==> src/rtl/uart_pkg.sv <==
// rtl/uart_pkg.sv - shared UART receiver state encoding and host-link message codes
package uart_pkg;

  localparam int UART_DATA_BITS = 8;

  typedef enum logic [2:0] {
    ST_WAIT_IDLE,
    ST_IDLE,
    ST_START,
    ST_DATA,
    ST_PARITY,
    ST_STOP
  } rx_state_t;

  // Message type carried in byte bits [1:0], decoded downstream.
  localparam logic [1:0] MSG_FEEDBACK = 2'b01;
  localparam logic [1:0] MSG_SCRIPT   = 2'b10;

endpackage

==> src/rtl/uart_byte_receiver_if.sv <==
// rtl/uart_byte_receiver_if.sv - received-byte handshake between receiver and command decoder
interface uart_byte_receiver_if;
  import uart_pkg::*;

  logic                      data_valid;
  logic [UART_DATA_BITS-1:0] data_receive;
  logic                      frame_error;
  logic                      busy;

  modport master (output data_valid, data_receive, frame_error, busy);
  modport slave  (input  data_valid, data_receive, frame_error, busy);

endinterface

==> src/rtl/uart_rx_sync.sv <==
// rtl/uart_rx_sync.sv - 2-flop synchronizer for an idle-high UART input, resets to 1
module uart_rx_sync (
  input  logic clk,
  input  logic rst_n,
  input  logic d,
  output logic q
);

  logic meta;

  always_ff @(posedge clk or negedge rst_n) begin
    if (!rst_n) begin
      meta <= 1'b1;
      q    <= 1'b1;
    end else begin
      meta <= d;
      q    <= meta;
    end
  end

endmodule

==> src/rtl/uart_byte_receiver.sv <==
// rtl/uart_byte_receiver.sv - 8N1 UART byte receiver (8E1 when UART_PARITY_EN is defined)
module uart_byte_receiver
  import uart_pkg::*;
#(
  parameter int CLKS_PER_BIT = 10417
) (
  input  logic                  uart_clk,
  input  logic                  rst_n,
  input  logic                  rx,
  uart_byte_receiver_if.master  link
);

  localparam int CW = $clog2(CLKS_PER_BIT);
  localparam logic [CW-1:0] CNT_BIT_END = CW'(CLKS_PER_BIT - 1);
  localparam logic [CW-1:0] CNT_HALF    = CW'(CLKS_PER_BIT / 2 - 1);

  rx_state_t                 state;
  logic [CW-1:0]             cnt;
  logic [2:0]                bit_idx;
  logic [UART_DATA_BITS-1:0] shreg;
  logic [UART_DATA_BITS-1:0] data_r;
  logic                      valid_r;
  logic                      err_r;
  logic                      busy_r;
  logic                      rx_s;
  logic                      parity_ok;

  uart_rx_sync u_sync (
    .clk   (uart_clk),
    .rst_n (rst_n),
    .d     (rx),
    .q     (rx_s)
  );

`ifdef UART_PARITY_EN
  logic parity_bit;
  // Even parity: data bits plus parity bit must hold an even number of ones.
  assign parity_ok = ~^{shreg, parity_bit};
`else
  assign parity_ok = 1'b1;
`endif

  always_ff @(posedge uart_clk or negedge rst_n) begin
    if (!rst_n) begin
      state   <= ST_WAIT_IDLE;
      cnt     <= '0;
      bit_idx <= '0;
      shreg   <= '0;
      data_r  <= '0;
      valid_r <= 1'b0;
      err_r   <= 1'b0;
      busy_r  <= 1'b0;
`ifdef UART_PARITY_EN
      parity_bit <= 1'b0;
`endif
    end else begin
      valid_r <= 1'b0;
      err_r   <= 1'b0;
      case (state)
        ST_WAIT_IDLE: begin
          busy_r <= ~rx_s;
          if (rx_s) state <= ST_IDLE;
        end
        ST_IDLE: begin
          busy_r <= ~rx_s;
          if (!rx_s) begin
            state <= ST_START;
            cnt   <= '0;
          end
        end
        ST_START: begin
          if (cnt == CNT_HALF) begin
            cnt     <= '0;
            bit_idx <= '0;
            if (!rx_s) begin
              state <= ST_DATA;
            end else begin
              state  <= ST_IDLE;
              busy_r <= 1'b0;
            end
          end else begin
            cnt <= cnt + 1'b1;
          end
        end
        ST_DATA: begin
          if (cnt == CNT_BIT_END) begin
            cnt     <= '0;
            shreg   <= {rx_s, shreg[UART_DATA_BITS-1:1]};
            bit_idx <= bit_idx + 1'b1;
            if (bit_idx == 3'd7) begin
`ifdef UART_PARITY_EN
              state <= ST_PARITY;
`else
              state <= ST_STOP;
`endif
            end
          end else begin
            cnt <= cnt + 1'b1;
          end
        end
`ifdef UART_PARITY_EN
        ST_PARITY: begin
          if (cnt == CNT_BIT_END) begin
            cnt        <= '0;
            parity_bit <= rx_s;
            state      <= ST_STOP;
          end else begin
            cnt <= cnt + 1'b1;
          end
        end
`endif
        ST_STOP: begin
          if (cnt == CNT_BIT_END) begin
            cnt <= '0;
            // A low stop bit usually means a break; wait for the line to recover.
            if (!rx_s) begin
              err_r <= 1'b1;
              state <= ST_WAIT_IDLE;
            end else if (!parity_ok) begin
              err_r  <= 1'b1;
              state  <= ST_IDLE;
              busy_r <= 1'b0;
            end else begin
              data_r  <= shreg;
              valid_r <= 1'b1;
              state   <= ST_IDLE;
              busy_r  <= 1'b0;
            end
          end else begin
            cnt <= cnt + 1'b1;
          end
        end
        default: state <= ST_WAIT_IDLE;
      endcase
    end
  end

  assign link.data_valid   = valid_r;
  assign link.data_receive = data_r;
  assign link.frame_error  = err_r;
  assign link.busy         = busy_r;

endmodule

==> src/flat_wrapper.sv <==
// flat-port wrapper written by rule: the top's interface ports become plain ports
module uart_byte_receiver_flat import uart_pkg::*;
#(
  parameter int CLKS_PER_BIT = 10417
)
  (uart_clk, rst_n, rx, link_data_valid, link_data_receive, link_frame_error, link_busy);
  uart_byte_receiver_if link_i ();
  input  logic uart_clk;
  input  logic rst_n;
  input  logic rx;
  output wire logic [$bits(link_i.data_valid)-1:0] link_data_valid;
  output wire logic [$bits(link_i.data_receive)-1:0] link_data_receive;
  output wire logic [$bits(link_i.frame_error)-1:0] link_frame_error;
  output wire logic [$bits(link_i.busy)-1:0] link_busy;
  assign link_data_valid = link_i.data_valid;
  assign link_data_receive = link_i.data_receive;
  assign link_frame_error = link_i.frame_error;
  assign link_busy = link_i.busy;
  uart_byte_receiver #(.CLKS_PER_BIT(CLKS_PER_BIT)) u_core (.uart_clk(uart_clk), .rst_n(rst_n), .rx(rx), .link(link_i));
endmodule
==> config.mk <==
export PLATFORM = sky130hd
export DESIGN_NAME = uart_byte_receiver_flat
export DESIGN_NICKNAME = d
export VERILOG_FILES = /design/src/rtl/uart_pkg.sv /design/src/rtl/uart_byte_receiver_if.sv /design/src/rtl/uart_rx_sync.sv /design/src/rtl/uart_byte_receiver.sv /design/src/flat_wrapper.sv
export SDC_FILE = /design/constraint.sdc
export NUM_CORES = 1
export LEC_CHECK = 0
export BUFFER_PORTS_ARGS = -buffer_cell sky130_fd_sc_hd__buf_2
export CAP_MARGIN = 40
export CELL_PAD_IN_SITES_DETAIL_PLACEMENT = 1
export CELL_PAD_IN_SITES_GLOBAL_PLACEMENT = 1
export CORE_MARGIN = 2
export CORE_UTILIZATION = 30
export CTS_CLUSTER_DIAMETER = 120
export CTS_CLUSTER_SIZE = 28
export DETAILED_ROUTE_END_ITERATION = 10
export GPL_TIMING_DRIVEN = 0
export PLACE_DENSITY_LB_ADDON = 0.1
export SLEW_MARGIN = 20
export SYNTH_ARGS = -nofsm -noshare
export SYNTH_HDL_FRONTEND = slang
export SYNTH_SLANG_ARGS = --single-unit
==> constraint.sdc <==
create_clock -name uart_clk -period 3.1 [get_ports uart_clk]
set_input_delay 0.155 -clock uart_clk [delete_from_list [all_inputs] [get_ports uart_clk]]
set_output_delay 0.155 -clock uart_clk [all_outputs]
set_load 0.005 [all_outputs]
==> results of run 1 <==
==> worst max-delay path, delay by kind of cell (launching register included) <==
kind,cells,cell delay (ps)
buffers and inverters,1,190
AOI/OAI and AO/OA,1,310
DFF,1,460
and+or+nand+nor,4,1380
==> cell usage in the layout (no fill, tap or decap), types with 3 or more instances in the layout <==
cell	instances
dfrtp_1	39
buf_2	15
nand2_1	12
nor2_2	11
nor2_1	11
mux2_4	9
mux2_1	8
xnor2_1	6
nor3_1	5
xor2_1	5
ha_1	5
clkbuf_8	5
a21oi_1	4
nand3_1	4
nand4_1	4
inv_1	3
clkbuf_1	3
nor2b_1	3
a21o_1	3
==> per-layer routing <==
metal  up-vias  track usage [%]  share of wire, %
met5         -                0                 0
met4         0            3.896              0.88
met3         4            3.176               2.1
met2        11            19.94                50
met1       676            17.33                47
li1        639                -                 -
==> kinds of logic after synthesis <==
group	Yosys count	share of synthesized area (%)
simple gates	69	21.07
flops	41	50.93
mux	17	11.15
xor+xnor	11	4.771
compound gates	18	6.011
fa+ha+maj	5	3.098
buf+inv	9	2.974
==> cell type report <==
class,instances,area (um^2),share of cell area (%)
clock inverters,2,35.03,1.500
clock buffers,6,72.57,3.107
repair buffers,16,112.6,4.821
plain buffers,6,48.80,2.089
multi-input cells,120,930.9,39.85
inverters,3,11.26,0.4821
well taps,77,96.34,4.124
flip-flops and latches,41,1028,44.03
==> flip-flops by register name, summed over array words and instances (netlist names) <==
name                      flops
u_core.cnt                   14
u_core.link.data_receive      8
u_core.shreg                  8
u_core.bit_idx                3
u_core.state                  3
u_core.link.busy              1
u_core.link.data_valid        1
u_core.link.frame_error       1
u_core.u_sync.meta            1
u_core.u_sync.q               1
==> worst max path at each step <==
| stage | from | to | slack (ps) | depth (start not counted) |
|---|---|---|---|---|
| after global placement | u_core.cnt[3]$_DFFE_PN0P_ | u_core.cnt[6]$_DFFE_PN0P_ | 650 | 6 |
| after CTS | u_core.cnt[3]$_DFFE_PN0P_ | u_core.cnt[11]$_DFFE_PN0P_ | 650 | 6 |
| after detailed placement | u_core.cnt[0]$_DFFE_PN0P_ | u_core.cnt[11]$_DFFE_PN0P_ | 660 | 7 |
| after floorplan | u_core.cnt[3]$_DFFE_PN0P_ | u_core.link.data_receive[0]$_DFFE_PN0P_ | 920 | 5 |
| after global routing | u_core.cnt[0]$_DFFE_PN0P_ | u_core.cnt[11]$_DFFE_PN0P_ | 510 | 7 |
| final | u_core.cnt[3]$_DFFE_PN0P_ | u_core.cnt[11]$_DFFE_PN0P_ | 660 | 6 |
==> repair_timing <==
action | CTS | global route
hold buffers | 2 | 0
gates resized for setup | 0 | 0
endpoints found under the setup margin | 0 | 0
hold endpoints to repair | 17 | 0
buffers inserted | 0 | 0
==> stage by stage <==
step           area [um^2]  utilization [%]
2_1_floorplan         2019                -
3_3_place_gp          2181            33.96
3_5_place_dp          2208            34.39
4_1_cts               2336            36.37
5_1_grt               2336            36.37
6_report              2336            36.37
==> power breakdown <==
group	leakage, nW	switching (mW)	internal [mW]	total, mW
sequential	0.540	0.0727	0.589	0.662
combinational	0.491	0.117	0.105	0.221
clock	0.0552	0.184	0.239	0.423
total	1.09	0.373	0.933	1.31
==> impl_metrics.ini, run 1 <==
[sta]
fin_ws_ps = 655.8
skew_ps = 5.495
min_period_over_period_pct = 78.85
fin_tns_setup_ps = 0
slew_headroom_pct = 52.67
hold_viol = 0
fmax_ghz = 0.4091
min_period_ps = 2444
fin_worst_hold_slack_ps = 348.4
rsz0062_at_grt = false
setup_violations = 0
tightest_slew_ps = 709.9
maxSlewViolCount = 0

[critical_path]
cp.arrival_ps = 2630
path_cells = or4b_4, nor4_1, o22ai_1, nor2_2, buf_6, nor2_2
crit_top_cell = nor2_2
slowest_stage = or4b_4
r2r-start = u_core.cnt[3]$_DFFE_PN0P_
r2r_end = u_core.cnt[11]$_DFFE_PN0P_
path_class = flip-flop to flip-flop
worstPathRequired_ps = 3280
cpPeakStageDelay_ps = 590
crit_path_start_kind = flip-flop
cp_max_fo = 10
crit_path_end_kind = flip-flop
r2r_setup_slack_ps = 660
r2r_cells = 6

[synth]
synth_top_area_share_pct = 48.33
yosysTopAreaCell = dfrtp_1
yosysSeqAreaShare_pct = 50.93
yosys_warnings = 0
yosysUniqueCellTypes = 44
synth_most_common_cell = dfrtp_1
synthCells = 170
synth_common_cells = 39 x dfrtp_1, 12 x nand2_1, 11 x nor2_1, 11 x nor2_2, 9 x mux2_4
synth_nets = 178
synth_ff_type = dfrtp_1
synth-seq-cells = 41
synth_edf_count = 0
syn-cell-area_um2 = 2019
synth_area_leaders = dfrtp_1 48%, mux2_4 6.7%, mux2_1 4.5%, nor2_2 3.4%, ha_1 3.1%
async_flop_share_pct = 100.0
postSynthAreaPerCell_um2 = 11.88

[route]
initialDrtViolationCount = 31
vias = 1330
wl_per_cell_um = 15.17
dr.pass1.iters = 2
totalWireLength_um = 4110
antenna_left = 0
vias_per_cell = 4.908
drc = 0

[global_routing]
globalRouteOverflowTotal = 0
grt_pass1_vias = 1468
grt_antenna_before_repair = 0
grt_pass1_wl_um = 7355
grtUsageTotal_pct = 12.73
grt_max_degree = 26

[placed_design]
finalWeightedCongestion = 0.7501
place_inst = 261
dp_hpwl_um = 3059
dpl_worst_slack_ps = 660.9
io_buffer_count = 13

[clock_tree]
clock_path_buffers = 2
cts_tree = yes
htree_levels = 2
clk_latency_ps = 290
clkSlewWorstSetupHoldPaths_ps = 80
cts_sinks = 41
cts-root-buf = clkbuf_8
cts_buffers = 5

[final_layout]
drive_gt1_share_pct = 26.29
fin_cells = 271
nets = 201
syn2layout_area_growth_pct = 15.68
fillers = 700
antenna_cells = 0

[floorplan]
num_rows = 29
ios = 14
core_area_um2 = 6422
start_util_pct = 31.44
die_w_um = 86.05
dieArea_um2 = 7404
fp.dieH_um = 86.05

[power_and_ir_drop]
p_leak_nw = 1.087
p_total_mw = 1.306
max-vdd-ir-drop_mv = 0.2273
p_per_area_nw_per_um2 = 559.2

[worst_hold_path]
hold_class = input port to asynchronous set/reset pin

[outcome]
status = complete, no violations

[run]
cap_violations = 0
No activity file was read; power rests on OpenSTA's default activity.
==> run 2, diff against run 1 <==
- clock period: 3.1 -> 2.42 ns (I/O delays scaled with it)
==> run 2 against run 1 <==
Clock power is 29% higher; worst hold slack got worse by 37 ps; first-iteration DRC count fell by 9.7%; final cell count increased by 0.74%; sequential cell count did not move; global-route usage rose by 0.081 points; highest routed layer unchanged.
==> impl_metrics.ini, run 2 (synthesis results as in run 1) <==
[sta]
min_period_ps = 2270
maxSlewViolCount = 0
tightest_slew_ps = 707.1
min_period_over_period_pct = 93.79
skew_ps = 6.391
fmax_ghz = 0.4406
slew_headroom_pct = 52.86
rsz0062_at_grt = false
setup_violations = 0
hold_viol = 0
fin_ws_ps = 150.3

[global_routing]
grtUsageTotal_pct = 12.81
grt_pass1_vias = 1478
globalRouteOverflowTotal = 0
grt_max_degree = 26
grt_pass1_wl_um = 7410
grt_antenna_before_repair = 0

[critical_path]
crit_path_end_kind = flip-flop
path_class = flip-flop to flip-flop
crit_path_start_kind = flip-flop
worstPathRequired_ps = 2600
cp.arrival_ps = 2450
cp_max_fo = 9

[clock_tree]
cts_tree = yes
clk_latency_ps = 290
htree_levels = 2
clock_path_buffers = 2
cts_sinks = 41
cts-root-buf = clkbuf_8
cts_buffers = 5
clkSlewWorstSetupHoldPaths_ps = 80

[final_layout]
fillers = 700
antenna_cells = 0
top_register = u_core.cnt
largest_register_ffs = 14
syn2layout_area_growth_pct = 17.04
utilization_pct = 36.80
layout_common_cells = 39 x dfrtp_1, 15 x buf_2, 12 x nand2_1
ff_latch_area_um2 = 1028
multi_input_area_um2 = 943.4
nets = 203
final_common_cell = dfrtp_1
fin_area_um2 = 2364
drive_gt1_share_pct = 28.06

[run]
cap_violations = 0

[floorplan]
num_rows = 29
dieArea_um2 = 7404
die_w_um = 86.05
ios = 14
start_util_pct = 31.44
fp.dieH_um = 86.05
core_area_um2 = 6422

[route]
vias_per_cell = 4.872
drc = 0
dr.pass1.iters = 4
vias = 1330
totalWireLength_um = 4173
antenna_left = 0
initialDrtViolationCount = 28
wl_per_cell_um = 15.29

[power_and_ir_drop]
p_per_area_nw_per_um2 = 710.0
p_total_mw = 1.678
p_leak_nw = 1.099
max-vdd-ir-drop_mv = 0.2917

[placed_design]
dp_hpwl_um = 3059
io_buffer_count = 13
place_area_um2 = 2208
dpl_worst_slack_ps = -19.15
finalWeightedCongestion = 0.7501

[worst_hold_path]
hold_class = input port to asynchronous set/reset pin

[outcome]
status = complete, no violations
==> run 2: layout make-up <==
cell class / instances / area share [%]
sequential: 41 / 43.52
multi-input combinational: 120 / 39.92
timing repair buffer: 18 / 5.400
tap: 77 / 4.076
clock buffer: 6 / 3.070
buffer: 6 / 2.065
clock inverter: 2 / 1.482
inverter: 3 / 0.4764
==> run 2: path summary, 6_finish.rpt <==
kind,from,end,slack [ps],depth (start not counted)
worst max-delay path,u_core.cnt[0]$_DFFE_PN0P_,u_core.link.data_receive[6]$_DFFE_PN0P_,150,8
worst min-delay path,rst_n,u_core.link.data_receive[4]$_DFFE_PN0P_,310,2
worst max register to register,u_core.cnt[0]$_DFFE_PN0P_,u_core.link.data_receive[6]$_DFFE_PN0P_,150,8
worst min register to register,u_core.u_sync.meta$_DFF_PN1_,u_core.u_sync.q$_DFF_PN1_,360,0
max in group asynchronous,rst_n,u_core.u_sync.q$_DFF_PN1_,1560,3
min in group uart_clk,u_core.u_sync.meta$_DFF_PN1_,u_core.u_sync.q$_DFF_PN1_,360,0
==> run 2: power breakdown <==
group / switching [mW] / internal (mW)
logic: 0.153 / 0.135
registers: 0.0925 / 0.755
clock network: 0.237 / 0.306
==> run 2: critical path, stage by stage (launching register included) <==
cell     delay [ps]
dfrtp_1         460
inv_1            90
ha_1            140
or3b_1          390
nor4_4          210
buf_4           190
and4_4          240
buf_12          140
mux2_4          300
==> run 2: repair_timing <==
| action | 4_1_cts | 5_1_grt |
|---|---|---|
| gates resized for setup | 1 | 1 |
| hold buffers | 2 | 0 |
| pin swaps | 1 | 0 |
| setup buffers | 2 | 0 |
| setup endpoints to repair | 10 | 6 |
| hold endpoints to repair | 17 | 0 |
==> run 2: layer usage <==
metal	part of all wire [%]	wire length [um]	GRT usage (%)
met1	48	2001	17.39
met2	49	2037	20.16
met3	2.2	93	3.176
met4	1.0	42	3.896
met5	0	0	0
==> run 2: stage by stage <==
| stage | setup TNS, ps | instances | hold WS [ps] |
|---|---|---|---|
| 2_1_floorplan | 0 | 170 | -174.6 |
| 3_3_place_gp | -295.2 | 260 | 231.2 |
| 3_5_place_dp | -148.5 | 261 | 101.0 |
| 4_1_cts | 0 | 273 | 325.5 |
| 5_1_grt | 0 | 273 | 334.4 |
| 6_report | 0 | 273 | 311.2 |
